<file path="config.mk">
export PLATFORM = sky130hd
export DESIGN_NAME = press_count_display
export DESIGN_NICKNAME = d
export VERILOG_FILES = /design/src/rtl/press_count_display.sv
export SDC_FILE = /design/constraint.sdc
export NUM_CORES = 1
export LEC_CHECK = 0
export ABC_CLOCK_PERIOD_IN_PS = 1500
export CAP_MARGIN = 10
export CORE_ASPECT_RATIO = 1.75
export CORE_UTILIZATION = 48
export CTS_BUF_LIST = sky130_fd_sc_hd__clkbuf_4 sky130_fd_sc_hd__clkbuf_8
export DETAILED_ROUTE_END_ITERATION = 7
export PLACE_DENSITY = 0.76
export RECOVER_POWER = 100
export SYNTH_ARGS = -nofsm -noshare
export SYNTH_HDL_FRONTEND = slang
export SYNTH_SLANG_ARGS = --single-unit
</file>
<file path="constraint.sdc">
create_clock -name i_Clk -period 1.5 [get_ports i_Clk]
set_input_delay 0.3 -clock i_Clk [delete_from_list [all_inputs] [get_ports i_Clk]]
set_output_delay 0.3 -clock i_Clk [all_outputs]
set_load 0.05 [all_outputs]
</file>
<file path="src/rtl/press_count_display.sv">
`default_nettype none
//------------------------------------------------------------------------------
// Module   : press_count_display
// Purpose  : Counts debounced switch releases as BCD 00..MAX_COUNT and drives
//            two active-low seven-segment digits. Optional auto-repeat while
//            held, enabled by macro PRESS_COUNT_AUTOREPEAT_EN.
// Revision : 1.0 - initial release
//------------------------------------------------------------------------------
module press_count_display #(
   parameter int HOLD_CYCLES   = 12_500_000,
   parameter int REPEAT_CYCLES = 2_500_000,
   parameter int MAX_COUNT     = 99
) (
   input  logic       i_Clk,
   input  logic       i_Rst,
   input  logic       i_Switch,
   output logic [7:0] o_Count,
   output logic       o_Wrap,
   output logic [6:0] o_Seg_Tens,
   output logic [6:0] o_Seg_Ones
);

   localparam logic [7:0] c_MAX_BCD   = {4'(MAX_COUNT / 10), 4'(MAX_COUNT % 10)};
   localparam logic [6:0] c_SEG_ZERO  = 7'b1000000;

`ifdef PRESS_COUNT_AUTOREPEAT_EN
   localparam logic [23:0] c_HOLD_LAST = 24'(HOLD_CYCLES - 1);
   localparam logic [23:0] c_REP_LAST  = 24'(REPEAT_CYCLES - 1);

   typedef enum logic [1:0] {
      S_IDLE   = 2'd0,
      S_HELD   = 2'd1,
      S_REPEAT = 2'd2
   } state_t;

   logic [23:0] r_Timer;
   logic        w_Timer_Clr;
`else
   typedef enum logic [1:0] {
      S_IDLE   = 2'd0,
      S_HELD   = 2'd1
   } state_t;

   logic w_unused_cfg;
   assign w_unused_cfg = (HOLD_CYCLES != 0) ^ (REPEAT_CYCLES != 0);
`endif

   state_t r_State, w_Next_State;
   logic   r_Switch;
   logic   w_Press, w_Release, w_Inc;

   assign w_Press   = ~r_Switch &  i_Switch;
   assign w_Release =  r_Switch & ~i_Switch;

   always_ff @(posedge i_Clk) begin
      if (i_Rst) begin
         r_Switch <= 1'b0;
         r_State  <= S_IDLE;
      end else begin
         r_Switch <= i_Switch;
         r_State  <= w_Next_State;
      end
   end

   always_comb begin
      w_Next_State = r_State;
      w_Inc        = 1'b0;
`ifdef PRESS_COUNT_AUTOREPEAT_EN
      w_Timer_Clr  = 1'b0;
`endif
      case (r_State)
         S_IDLE: begin
            if (w_Press) begin
               w_Next_State = S_HELD;
`ifdef PRESS_COUNT_AUTOREPEAT_EN
               w_Timer_Clr  = 1'b1;
`endif
            end
         end
         S_HELD: begin
            // A release wins over a coincident hold expiry: one increment only.
            if (w_Release) begin
               w_Inc        = 1'b1;
               w_Next_State = S_IDLE;
            end
`ifdef PRESS_COUNT_AUTOREPEAT_EN
            else if (r_Timer == c_HOLD_LAST) begin
               w_Inc        = 1'b1;
               w_Timer_Clr  = 1'b1;
               w_Next_State = S_REPEAT;
            end
`endif
         end
`ifdef PRESS_COUNT_AUTOREPEAT_EN
         S_REPEAT: begin
            if (r_Timer == c_REP_LAST) begin
               w_Inc       = 1'b1;
               w_Timer_Clr = 1'b1;
            end
            if (w_Release) begin
               w_Next_State = S_IDLE;
            end
         end
`endif
         default: w_Next_State = S_IDLE;
      endcase
   end

`ifdef PRESS_COUNT_AUTOREPEAT_EN
   always_ff @(posedge i_Clk) begin
      if (i_Rst || w_Timer_Clr || (r_State == S_IDLE)) begin
         r_Timer <= 24'd0;
      end else if (r_Timer != 24'hFF_FFFF) begin
         r_Timer <= r_Timer + 24'd1;
      end
   end
`endif

   always_ff @(posedge i_Clk) begin
      if (i_Rst) begin
         o_Count <= 8'h00;
         o_Wrap  <= 1'b0;
      end else begin
         o_Wrap <= 1'b0;
         if (w_Inc) begin
            if (o_Count == c_MAX_BCD) begin
               o_Count <= 8'h00;
               o_Wrap  <= 1'b1;
            end else if (o_Count[3:0] == 4'd9) begin
               o_Count <= {o_Count[7:4] + 4'd1, 4'd0};
            end else begin
               o_Count <= {o_Count[7:4], o_Count[3:0] + 4'd1};
            end
         end
      end
   end

   function automatic logic [6:0] seg7(input logic [3:0] digit);
      case (digit)
         4'd0:    seg7 = 7'b1000000;
         4'd1:    seg7 = 7'b1111001;
         4'd2:    seg7 = 7'b0100100;
         4'd3:    seg7 = 7'b0110000;
         4'd4:    seg7 = 7'b0011001;
         4'd5:    seg7 = 7'b0010010;
         4'd6:    seg7 = 7'b0000010;
         4'd7:    seg7 = 7'b1111000;
         4'd8:    seg7 = 7'b0000000;
         4'd9:    seg7 = 7'b0010000;
         default: seg7 = 7'b1111111;
      endcase
   endfunction

   always_ff @(posedge i_Clk) begin
      if (i_Rst) begin
         o_Seg_Tens <= c_SEG_ZERO;
         o_Seg_Ones <= c_SEG_ZERO;
      end else begin
         o_Seg_Tens <= seg7(o_Count[7:4]);
         o_Seg_Ones <= seg7(o_Count[3:0]);
      end
   end

endmodule
`default_nettype wire

</file>
==> results of run 1 <==
[placed cells by master, fill, tap and decap left out, types with 2 or more instances in the layout]
| cell | n |
|---|---|
| and3b_1 | 2 |
| nand2_1 | 5 |
| dfxtp_2 | 6 |
| nand2b_1 | 8 |
| buf_12 | 6 |
| o21a_1 | 2 |
| nor3_1 | 6 |
| o21bai_1 | 3 |
| or3_1 | 2 |
| ha_1 | 10 |
| dfxtp_1 | 19 |
| inv_1 | 8 |
| buf_4 | 3 |
| nor2_1 | 9 |
| clkbuf_2 | 10 |
| a21oi_1 | 15 |
| nand4_1 | 2 |
| nand3_1 | 2 |
| nand3b_1 | 2 |
| dlymetal6s2s_1 | 13 |
| a211o_1 | 2 |
| o21ai_0 | 8 |
| clkbuf_8 | 3 |
[state kept, by name, indices dropped and copies added, names as in the netlist]
| register | count |
|---|---|
| o_Seg_Tens | 7 |
| o_Wrap | 1 |
| o_Count | 8 |
| o_Seg_Ones | 7 |
| r_State | 1 |
| r_Switch | 1 |
[cells in the mapped netlist (2+ instances only)]
library cell	number
buf_2	3
a21oi_1	15
inv_1	8
nor2_1	9
nand2b_1	8
nand2_1	5
ha_1	10
or3_1	2
and3b_1	2
nand3_1	2
o21a_1	2
clkbuf_1	3
nand4_1	2
a211o_1	2
nor3_1	6
nand3b_1	2
o21bai_1	3
dfxtp_1	25
o21ai_0	8
[layout make-up]
cell class / instances / area share, %
flip-flops and latches: 25 / 31.1
multi-input cells: 93 / 38.9
well taps: 25 / 1.92
repair buffers: 35 / 23.2
clock buffers: 4 / 2.99
inverters: 8 / 1.84
[worst max-delay path, stage by stage]
cell and delay [ps]:
dlygate4sd3_1 580, nand3b_4 170, clkbuf_2 150, o21ai_0 290
a21oi_1 110
[worst paths after layout]
path | endpoint | startpoint
max | o_Count[5] | i_Switch
max reg2reg | o_Count[5] | o_Count[0]
min | o_Seg_Tens[3] | o_Count[7]
min reg2reg | o_Seg_Tens[3] | o_Count[7]
[timing repair]
item                                   CTS  global route
gates resized for setup                  0             2
endpoints found under the hold margin    0             0
setup endpoints to repair                0             2
[logic make-up after synthesis]
group | after synthesis | share of synthesized area, %
and+or+nand+nor | 43 | 20.8
buffers and inverters | 15 | 5.32
DFF | 25 | 41.7
AOI/OAI and AO/OA | 36 | 18.6
muxes | 2 | 1.77
adders and majority gates | 10 | 10.4
xor gates and xnor gates | 2 | 1.46
[per-layer routing]
| metal | GRT usage [%] | vias up | share of wire, % |
|---|---|---|---|
| met2 | 46.3 | 39 | 57 |
| li1 | - | 526 | - |
| met1 | 25.8 | 524 | 37 |
| met3 | 4.55 | 8 | 3.8 |
| met4 | 15.1 | 0 | 2.2 |
| met5 | 0 | - | 0 |
[metrics by stage]
stage | TNS, ps | hold WS [ps] | cells
finish | 0 | 564 | 190
global route | 0 | 589 | 190
CTS | 0 | 574 | 190
detailed placement | -228 | 558 | 186
global placement | -31.4 | 527 | 186
floorplan | 0 | 372 | 133
[where the power goes]
| group | leakage (nW) | internal, W | switching [W] |
|---|---|---|---|
| Clock | 0.0262 | 0.000208 | 0.000201 |
| Combinational | 0.617 | 0.0000256 | 0.0000334 |
| Sequential | 0.205 | 0.000669 | 0.00000776 |
==> impl_results.md, run 1 <==
- Status: complete, no violations
- Number of synthesis warnings: 0
- Setup Fix Bufs, Post-CTS: 0
- Register area: 508 um2
- DP HPWL: around 2000 um
- Clock Sinks: 25
- Final Hold Viols: 0
- Top-level I/O count: 26
- WP data required: 1640 ps
- Initial Util: between 50% and 60%
- Critical Path AT: approximately 1600 ps
- Drt first pass iters: 4
- Design area: 1630 um2
- Mean Syn Cell Area: between 9 and 10 um2
- PD cells: 701 nW/um2
- Nets: around 180
- Synth async-reset ratio: 0%
- Clock Latency Late Sink: roughly 260 ps
- CP endpoint kind: flip-flop
- Root Driver: clkbuf_8
- Die height: between 60 and 70 um
- PortBufs: 25
- GR Util All Layers: about a quarter
- Syn Nets: 146
- Netlist Area Pre-Place: 1200 um2
- DRC: 0
- FF+latch count, synth: 25
- Placeable Area: around 2300 um2
- Worst setup margin: 37.8 ps
- DRT Wirelength: ~2900 um
- Seq/Total Area, Yosys: 41.7%
- Gr ovfl total: 0
- H-Tree Depth: 1
- Area of the multi-input gates: 636 um2
- Worst Hold Depth: 2
- # setup viols final: 0
- Max VDD drop: between 0.6 and 0.7 mV
- Post-Synthesis Cells: 133
- Placed inst area: 1750 um2
- Area grow syn2layout: 36.1%
- Global-route wire length before repair: a little under 5000 um
- Leak: between 0.8 and 0.9 nW
- Max_cap viols: 0
- Slew Limit Fails: 0
- RSZ-0062 raised after global routing: false
- Hold_buf cts: 0
- 1st-iter DRT viols: 38
- Synth unique cells: 35
- CTS tree: built
- Number of global-route vias before repair: around 1,100
- Max Freq: 684 MHz
- Min-Delay Path Class: reg2reg
- Routability cong.: 0.836
- Drt via density: approximately 5.8
- Total power: 0.00114 W
- CP max FO: 6
- FP Rows: 23
- Bufs on Longest Clock Path: 2
- Worst-path clk slew: 80 ps
- Diode count: 0
- TritonCTS buffer count: 3
- Slew HR: 65.1%
- Die area: 2710 um2
- Die X: around 40 um
- Critical path class: in2reg
- Pin count of the biggest net entering global routing: 25
- Period minus WS final: 1460 ps
- Number of synthesized flops with an enable pin: 0
- Routed len/inst: 15.0 um
- R2R setup slack: 130 ps
- # fillers: 174
- Worst-Margin Slew: 523 ps
- R2r worst-path depth: 4
- Final core utilization: 70.0%
- Antenna viol nets, final: 0
- Post-synth top area cell: dfxtp_1
- Synth Flop Type: dfxtp_1
- Period utilisation layout: 97.5%
- Via Count: around 1,100
- Share of cells above drive strength 1: 19.4%
- Worst setup SP type: input port
- Setup WS pre-CTS: -61.2 ps
- Area contributors post-synth: dfxtp_1 42%, ha_1 10%, a21oi_1 6.3%
- Skew final: a little over 3 ps
- Post-synth top area share: 41.7%
- Initial antenna violation count: 0
No activity file was read; power rests on OpenSTA's default activity.
==> run 2, diff against run 1 <==
--- a/config.mk
+++ b/config.mk
@@ -11,7 +11,7 @@
 export CORE_UTILIZATION = 48
 export CTS_BUF_LIST = sky130_fd_sc_hd__clkbuf_4 sky130_fd_sc_hd__clkbuf_8
 export DETAILED_ROUTE_END_ITERATION = 7
-export PLACE_DENSITY = 0.76
+export PLACE_DENSITY = 0.74
 export RECOVER_POWER = 100
 export SYNTH_ARGS = -nofsm -noshare
 export SYNTH_HDL_FRONTEND = slang
==> impl_results.md, run 2 (same netlist as run 1, synthesis figures left out) <==
- DP HPWL: 2060 um (was 2000 um)
- Skew final: 4.72 ps (was 3.03 ps)
- Period utilisation layout: 94.3% (was 97.5%)
- Setup Fix Bufs, Post-CTS: 0 (unchanged)
- Final Hold Viols: 0 (unchanged)
- PD cells: 695 nW/um2 (was 701 nW/um2)
- R2r worst-path depth: 4 (unchanged)
- FP Rows: 23 (unchanged)
- Status: complete, no violations (unchanged)
- Worst-path clk slew: 90 ps (was 80 ps)
- Worst-Margin Slew: 513 ps (was 523 ps)
- Slew HR: 65.8% (was 65.1%)
- Global-route wire length before repair: 4600 um (was 4830 um)
- Crit path to: o_Seg_Tens[4] (was o_Count[5])
- CP endpoint kind: flip-flop (unchanged)
- Critical R2R Launch: o_Count[4] (was o_Count[0])
- Register area: 507 um2 (was 508 um2)
- WP data required: 1710 ps (was 1640 ps)
- R2R setup slack: 90 ps (was 130 ps)
- Commonest non-fill, non-tap cell in the layout: dfxtp_1 (unchanged)
- Area of the multi-input gates: 631 um2 (was 636 um2)
- # setup viols final: 0 (unchanged)
- Routability cong.: 0.856 (was 0.836)
- Leak: 0.848 nW (was 0.849 nW)
- Routed len/inst: 14.4 um (was 15.0 um)
- Top-level I/O count: 26 (unchanged)
- Largest register FFs: 8 (unchanged)
- Critical path class: reg2reg (was in2reg)
- Bufs on Longest Clock Path: 2 (unchanged)
- 1st-iter DRT viols: 25 (was 38)
- Max Freq: 707 MHz (was 684 MHz)
- Top reg by flops: o_Count (unchanged)
- Clock Latency Late Sink: 270 ps (was 260 ps)
- Period minus WS final: 1410 ps (was 1460 ps)
- Area grow syn2layout: 36.3% (was 36.1%)
- Critical Path AT: 1630 ps (was 1610 ps)
- DRC: 0 (unchanged)
- Min-Delay Path Class: reg2reg (unchanged)
- Max_cap viols: 0 (unchanged)
- Share of cells above drive strength 1: 18.3% (was 19.4%)
- Clock Sinks: 25 (unchanged)
- Placeable Area: 2330 um2 (unchanged)
- CTS tree: built (unchanged)
- CP max FO: 7 (was 6)
- TritonCTS buffer count: 3 (unchanged)
- Nets: 178 (was 179)
- Initial antenna violation count: 0 (unchanged)
- GR Util All Layers: 24.4% (was 25.8%)
- Comb pwr share: 5.2% (about the same)
- Pin count of the biggest net entering global routing: 25 (unchanged)
- Slew Limit Fails: 0 (unchanged)
- PortBufs: 25 (unchanged)
- RSZ-0062 raised after global routing: false (unchanged)
- Die area: 2710 um2 (unchanged)
- Drt first pass iters: 4 (unchanged)
- Gr ovfl total: 0 (unchanged)
- Drt via density: 5.62 (was 5.77)
- Int Pwr: 0.000882 W (was 0.000902 W)
- Critical path startpoint: o_Count[4] (was i_Switch)
- Antenna viol nets, final: 0 (unchanged)
- Die height: 68.1 um (unchanged)
- # fillers: 184 (was 174)
- Largest registers: o_Count x8, o_Seg_Ones x7, o_Seg_Tens x7 (unchanged)
- Die X: 39.8 um (unchanged)
- Number of global-route vias before repair: 1,099 (was 1,113)
- Initial Util: 51.5% (unchanged)
- Worst setup SP type: flip-flop (was input port)
- Seq pwr share: 59.5% (was 59.1%)
- Clk network pwr share: 35.4% (was 35.7%)
- H-Tree Depth: 1 (unchanged)
- Post-Place Cells: 185 (was 186)
- Via Count: 1,062 (was 1,097)
- DRT Wirelength: 2720 um (was 2850 um)
- Max VDD drop: 0.664 mV (was 0.676 mV)
- Final Non-Filler Cells: 189 (was 190)
- Commonest cells after routing, fill and taps aside: 20 x dfxtp_1, 15 x a21oi_1, 13 x dlymetal6s2s_1 (was 19 x dfxtp_1, 15 x a21oi_1, 13 x dlymetal6s2s_1)
- Sw frac: 22.4% (was 21.1%)
- Sw power: 0.000255 W (was 0.000242 W)
- R2r endpoint: o_Seg_Tens[4] (was o_Count[5])
- Final core utilization: 70.2% (was 70.0%)
- Diode count: 0 (unchanged)
- Root Driver: clkbuf_8 (unchanged)
[run 2: changes by cell type in the layout (fill, tap and decap cells not counted), sizes merged]
cell,before,now
buf,9,10
clkinv,0,1
dlygate4sd3,1,0
clkbuf,15,12
clkdlybuf4s50,1,2
[run 2: worst min-delay path by stage]
stage	from	to	slack, ps	cells past startpoint
floorplan	i_Rst	r_Switch	370	1
global placement	o_Count[5]	o_Seg_Tens[1]	490	2
detailed placement	o_Count[5]	o_Seg_Tens[1]	490	2
CTS	o_Count[5]	o_Seg_Tens[1]	500	2
global route	o_Count[5]	o_Seg_Tens[1]	520	2
finish	o_Count[5]	o_Seg_Tens[1]	500	2
[run 2: cell type report]
type,instances,area share (%)
clock inverter,1,0.306
sequential,25,31.0
timing repair buffer,34,23.9
tap,25,1.91
inverter,8,1.84
clock buffer,3,2.52
multi-input combinational,93,38.6
[run 2: through the flow]
step,area [um2],setup TNS (ps),hold slack (ps),total power (W),worst slack [ps]
after floorplan,1210,0,372,0.000725,36.7
after global placement,1740,-141,487,0.000755,-52.8
after detailed placement,1740,-561,489,0.000758,-143
after CTS,1790,0,501,0.00115,1.52
after global routing,1640,0,521,0.00118,12.1
final,1640,0,500,0.00114,85.2
[run 2: power by group through the flow]
stage               Clock, W  Combinational, W  Sequential, W
floorplan                  0         0.0000259       0.000699
global placement           0         0.0000627       0.000692
detailed placement         0         0.0000645       0.000693
CTS                 0.000407         0.0000649       0.000677
global route        0.000439         0.0000631       0.000678
finish              0.000402         0.0000587       0.000676
[run 2: timing repair]
item | CTS | global route
endpoints found under the setup margin | 0 | 2
hold buffers | 0 | 0
gates resized for setup | 0 | 2
endpoints found under the hold margin | 0 | 0
[run 2: routing by layer]
layer  wire (um)  vias to the layer above  global-route usage (%)
met5           0                        -                       0
li1            -                      524                       -
met1        1050                      505                    24.2
met3          86                        4                    4.22
met2        1550                       29                    44.7
met4          38                        0                    12.9
[run 2: worst max-delay path: stages, from the launching register on]
cell	delay [ps]
dfxtp_1	510
inv_1	170
ha_1	250
a211o_1	290
a21oi_1	130
==> run 3, diff against run 2 <==
--- a/config.mk
+++ b/config.mk
@@ -8,6 +8,7 @@
 export ABC_CLOCK_PERIOD_IN_PS = 1500
 export CAP_MARGIN = 10
 export CORE_ASPECT_RATIO = 1.75
+export CORE_MARGIN = 3
 export CORE_UTILIZATION = 48
 export CTS_BUF_LIST = sky130_fd_sc_hd__clkbuf_4 sky130_fd_sc_hd__clkbuf_8
 export DETAILED_ROUTE_END_ITERATION = 7
==> impl_results.md, run 3 (same netlist as run 1, synthesis figures left out) <==
- Global-route wire length before repair: 4370 um (was 4600 um)
- Final Non-Filler Cells: 189 (unchanged)
- Hold EP: o_Seg_Tens[1] (unchanged)
- Area grow syn2layout: 32.5% (was 36.3%)
- Min-Delay Path Class: reg2reg (unchanged)
- CTS tree: built (unchanged)
- Final Hold Viols: 0 (unchanged)
- Nets: 178 (unchanged)
- H-Tree Depth: 1 (unchanged)
- CP endpoint kind: flip-flop (unchanged)
- Diode count: 0 (unchanged)
- # setup viols final: 0 (unchanged)
- Fin Hold WS: 518 ps (was 500 ps)
- Die X: 43.8 um (was 39.8 um)
- Setup Fix Bufs, Post-CTS: 0 (unchanged)
- R2R setup slack: 80 ps (was 90 ps)
- Die height: 72.1 um (was 68.1 um)
- Drt via density: 5.62 (unchanged)
- Period utilisation layout: 94.4% (was 94.3%)
- Max_cap viols: 0 (unchanged)
- Status: complete, no violations (unchanged)
- Critical path startpoint: o_Count[4] (unchanged)
- Die area: 3160 um2 (was 2710 um2)
- Setup WS pre-CTS: -93.2 ps (was -143 ps)
- Worst setup SP type: flip-flop (unchanged)
- Antenna viol nets, final: 0 (unchanged)
- Worst-path clk slew: 80 ps (was 90 ps)
- Worst Hold Depth: 2 (unchanged)
- R2r worst-path depth: 4 (unchanged)
- CP max FO: 7 (unchanged)
- DRC: 0 (unchanged)
- Worst-Margin Slew: 599 ps (was 513 ps)
- Largest registers: o_Count x8, o_Seg_Ones x7, o_Seg_Tens x7 (unchanged)
- RSZ-0062 raised after global routing: false (unchanged)
- Placeable Area: 2330 um2 (unchanged)
- DP HPWL: 2010 um (was 2060 um)
- Clk network pwr share: 35.0% (was 35.4%)
- Max VDD drop: 0.458 mV (was 0.664 mV)
- Skew final: 2.62 ps (was 4.72 ps)
- PD cells: 708 nW/um2 (was 695 nW/um2)
- Comb pwr share: 5.0% (was 5.2%)
- Gr ovfl total: 0 (unchanged)
- TritonCTS buffer count: 3 (unchanged)
- Leak: 0.751 nW (was 0.848 nW)
- Pin count of the biggest net entering global routing: 25 (unchanged)
- Number of global-route vias before repair: 1,048 (was 1,099)
- Critical R2R Launch: o_Count[4] (unchanged)
- Clock Sinks: 25 (unchanged)
- Slew HR: 60.2% (was 65.8%)
- GR Util All Layers: 17.4% (was 24.4%)
- Routed len/inst: 13.4 um (was 14.4 um)
- CP peak stage delay: 500 ps (was 510 ps)
- Max Freq: 706 MHz (was 707 MHz)
- R2r endpoint: o_Seg_Tens[4] (unchanged)
- Worst setup margin: 83.9 ps (was 85.2 ps)
- Sw power: 0.000246 W (was 0.000255 W)
- PortBufs: 25 (unchanged)
- Root Driver: clkbuf_8 (unchanged)
- Int Pwr: 0.000880 W (was 0.000882 W)
- Slew Limit Fails: 0 (unchanged)
- Via Count: 1,062 (unchanged)
- FP Rows: 23 (unchanged)
- Routability cong.: 0.813 (was 0.856)
- Critical Path, Cell by Cell: inv_1, ha_1, a211o_1, a21oi_1 (unchanged)
- DRT Wirelength: 2530 um (was 2720 um)
- Top reg by flops: o_Count (unchanged)
- Initial Util: 51.5% (unchanged)
- Seq pwr share: 60.0% (was 59.5%)
- Initial antenna violation count: 0 (unchanged)
- WP data required: 1700 ps (was 1710 ps)
- Critical path class: reg2reg (unchanged)
- Largest register FFs: 8 (unchanged)
- Sw frac: 21.9% (was 22.4%)
- Critical Path AT: 1610 ps (was 1630 ps)
- Post-Place Cells: 185 (unchanged)
- Bufs on Longest Clock Path: 2 (unchanged)
- Slowest CP cell: dfxtp_1 (unchanged)
- Commonest cells after routing, fill and taps aside: 22 x dfxtp_1, 15 x a21oi_1, 10 x ha_1 (was 20 x dfxtp_1, 15 x a21oi_1, 13 x dlymetal6s2s_1)
- Total power: 0.00113 W (was 0.00114 W)
- Hold path startpoint: o_Count[5] (unchanged)
- Period minus WS final: 1420 ps (was 1410 ps)
- 1st-iter DRT viols: 27 (was 25)
- Clock Latency Late Sink: 270 ps (about the same)
- Top-level I/O count: 26 (unchanged)
- Share of cells above drive strength 1: 15.9% (was 18.3%)
- Commonest non-fill, non-tap cell in the layout: dfxtp_1 (unchanged)
- Drt first pass iters: 4 (unchanged)
==> run 3: critical path, delay by kind of cell (launching register included) <==
kind | cells | cell delay, ps
adder cells (fa/ha/maj) | 1 | 260
AO/OA/AOI/OAI | 2 | 430
buffers and inverters | 1 | 150
flip-flops | 1 | 500
==> run 3: through the flow <==
stage	setup TNS, ps	util (%)	cell area (um2)
final	0	68.2	1590
after global routing	0	68.2	1590
after CTS	0	76.6	1790
after detailed placement	-473	74.6	1740
after global placement	-66.2	74.6	1740
after floorplan	0	-	1210
==> run 3: timing repair <==
action / in CTS / in global routing
hold buffers: 0 / 0
gates resized for setup: 0 / 1
setup endpoints to repair: 0 / 1
==> run 3: worst max-delay path by stage <==
stage                     to  cells past startpoint  slack [ps]
6_report       o_Seg_Tens[4]                      4          80
4_1_cts           o_Count[7]                      2           5
2_1_floorplan  o_Seg_Ones[4]                      4          40
5_1_grt           o_Count[6]                      5          10
3_5_place_dp      o_Count[3]                      4         -90
3_3_place_gp      o_Count[3]                      4         -40
==> run 3: area by class of cell <==
type                            count  area (um2)
Clock inverter                      1        5.00
Tap cell                           25        31.3
Fill cell                         181         741
Sequential cell                    25         504
Inverter                            8        30.0
Timing Repair Buffer               34         343
Multi-Input combinational cell     93         636
Clock buffer                        3        41.3
==> run 3: routing by layer <==
metal | share of wire [%] | wire length [um] | vias to the layer above | track usage, %
li1 | - | - | 528 | -
met1 | 40 | 1020 | 504 | 19.7
met2 | 54 | 1370 | 25 | 31.7
met3 | 4.1 | 103 | 5 | 2.48
met4 | 1.6 | 40 | 0 | 6.71
met5 | 0 | 0 | - | 0
==> run 3: power groups by stage <==
stage | clock (W) | combinational [W] | sequential, W
after floorplan | 0 | 0.0000259 | 0.000699
after global placement | 0 | 0.0000626 | 0.000693
after detailed placement | 0 | 0.0000637 | 0.000693
after CTS | 0.000402 | 0.0000636 | 0.000677
after global routing | 0.000422 | 0.0000617 | 0.000677
final | 0.000394 | 0.0000558 | 0.000676
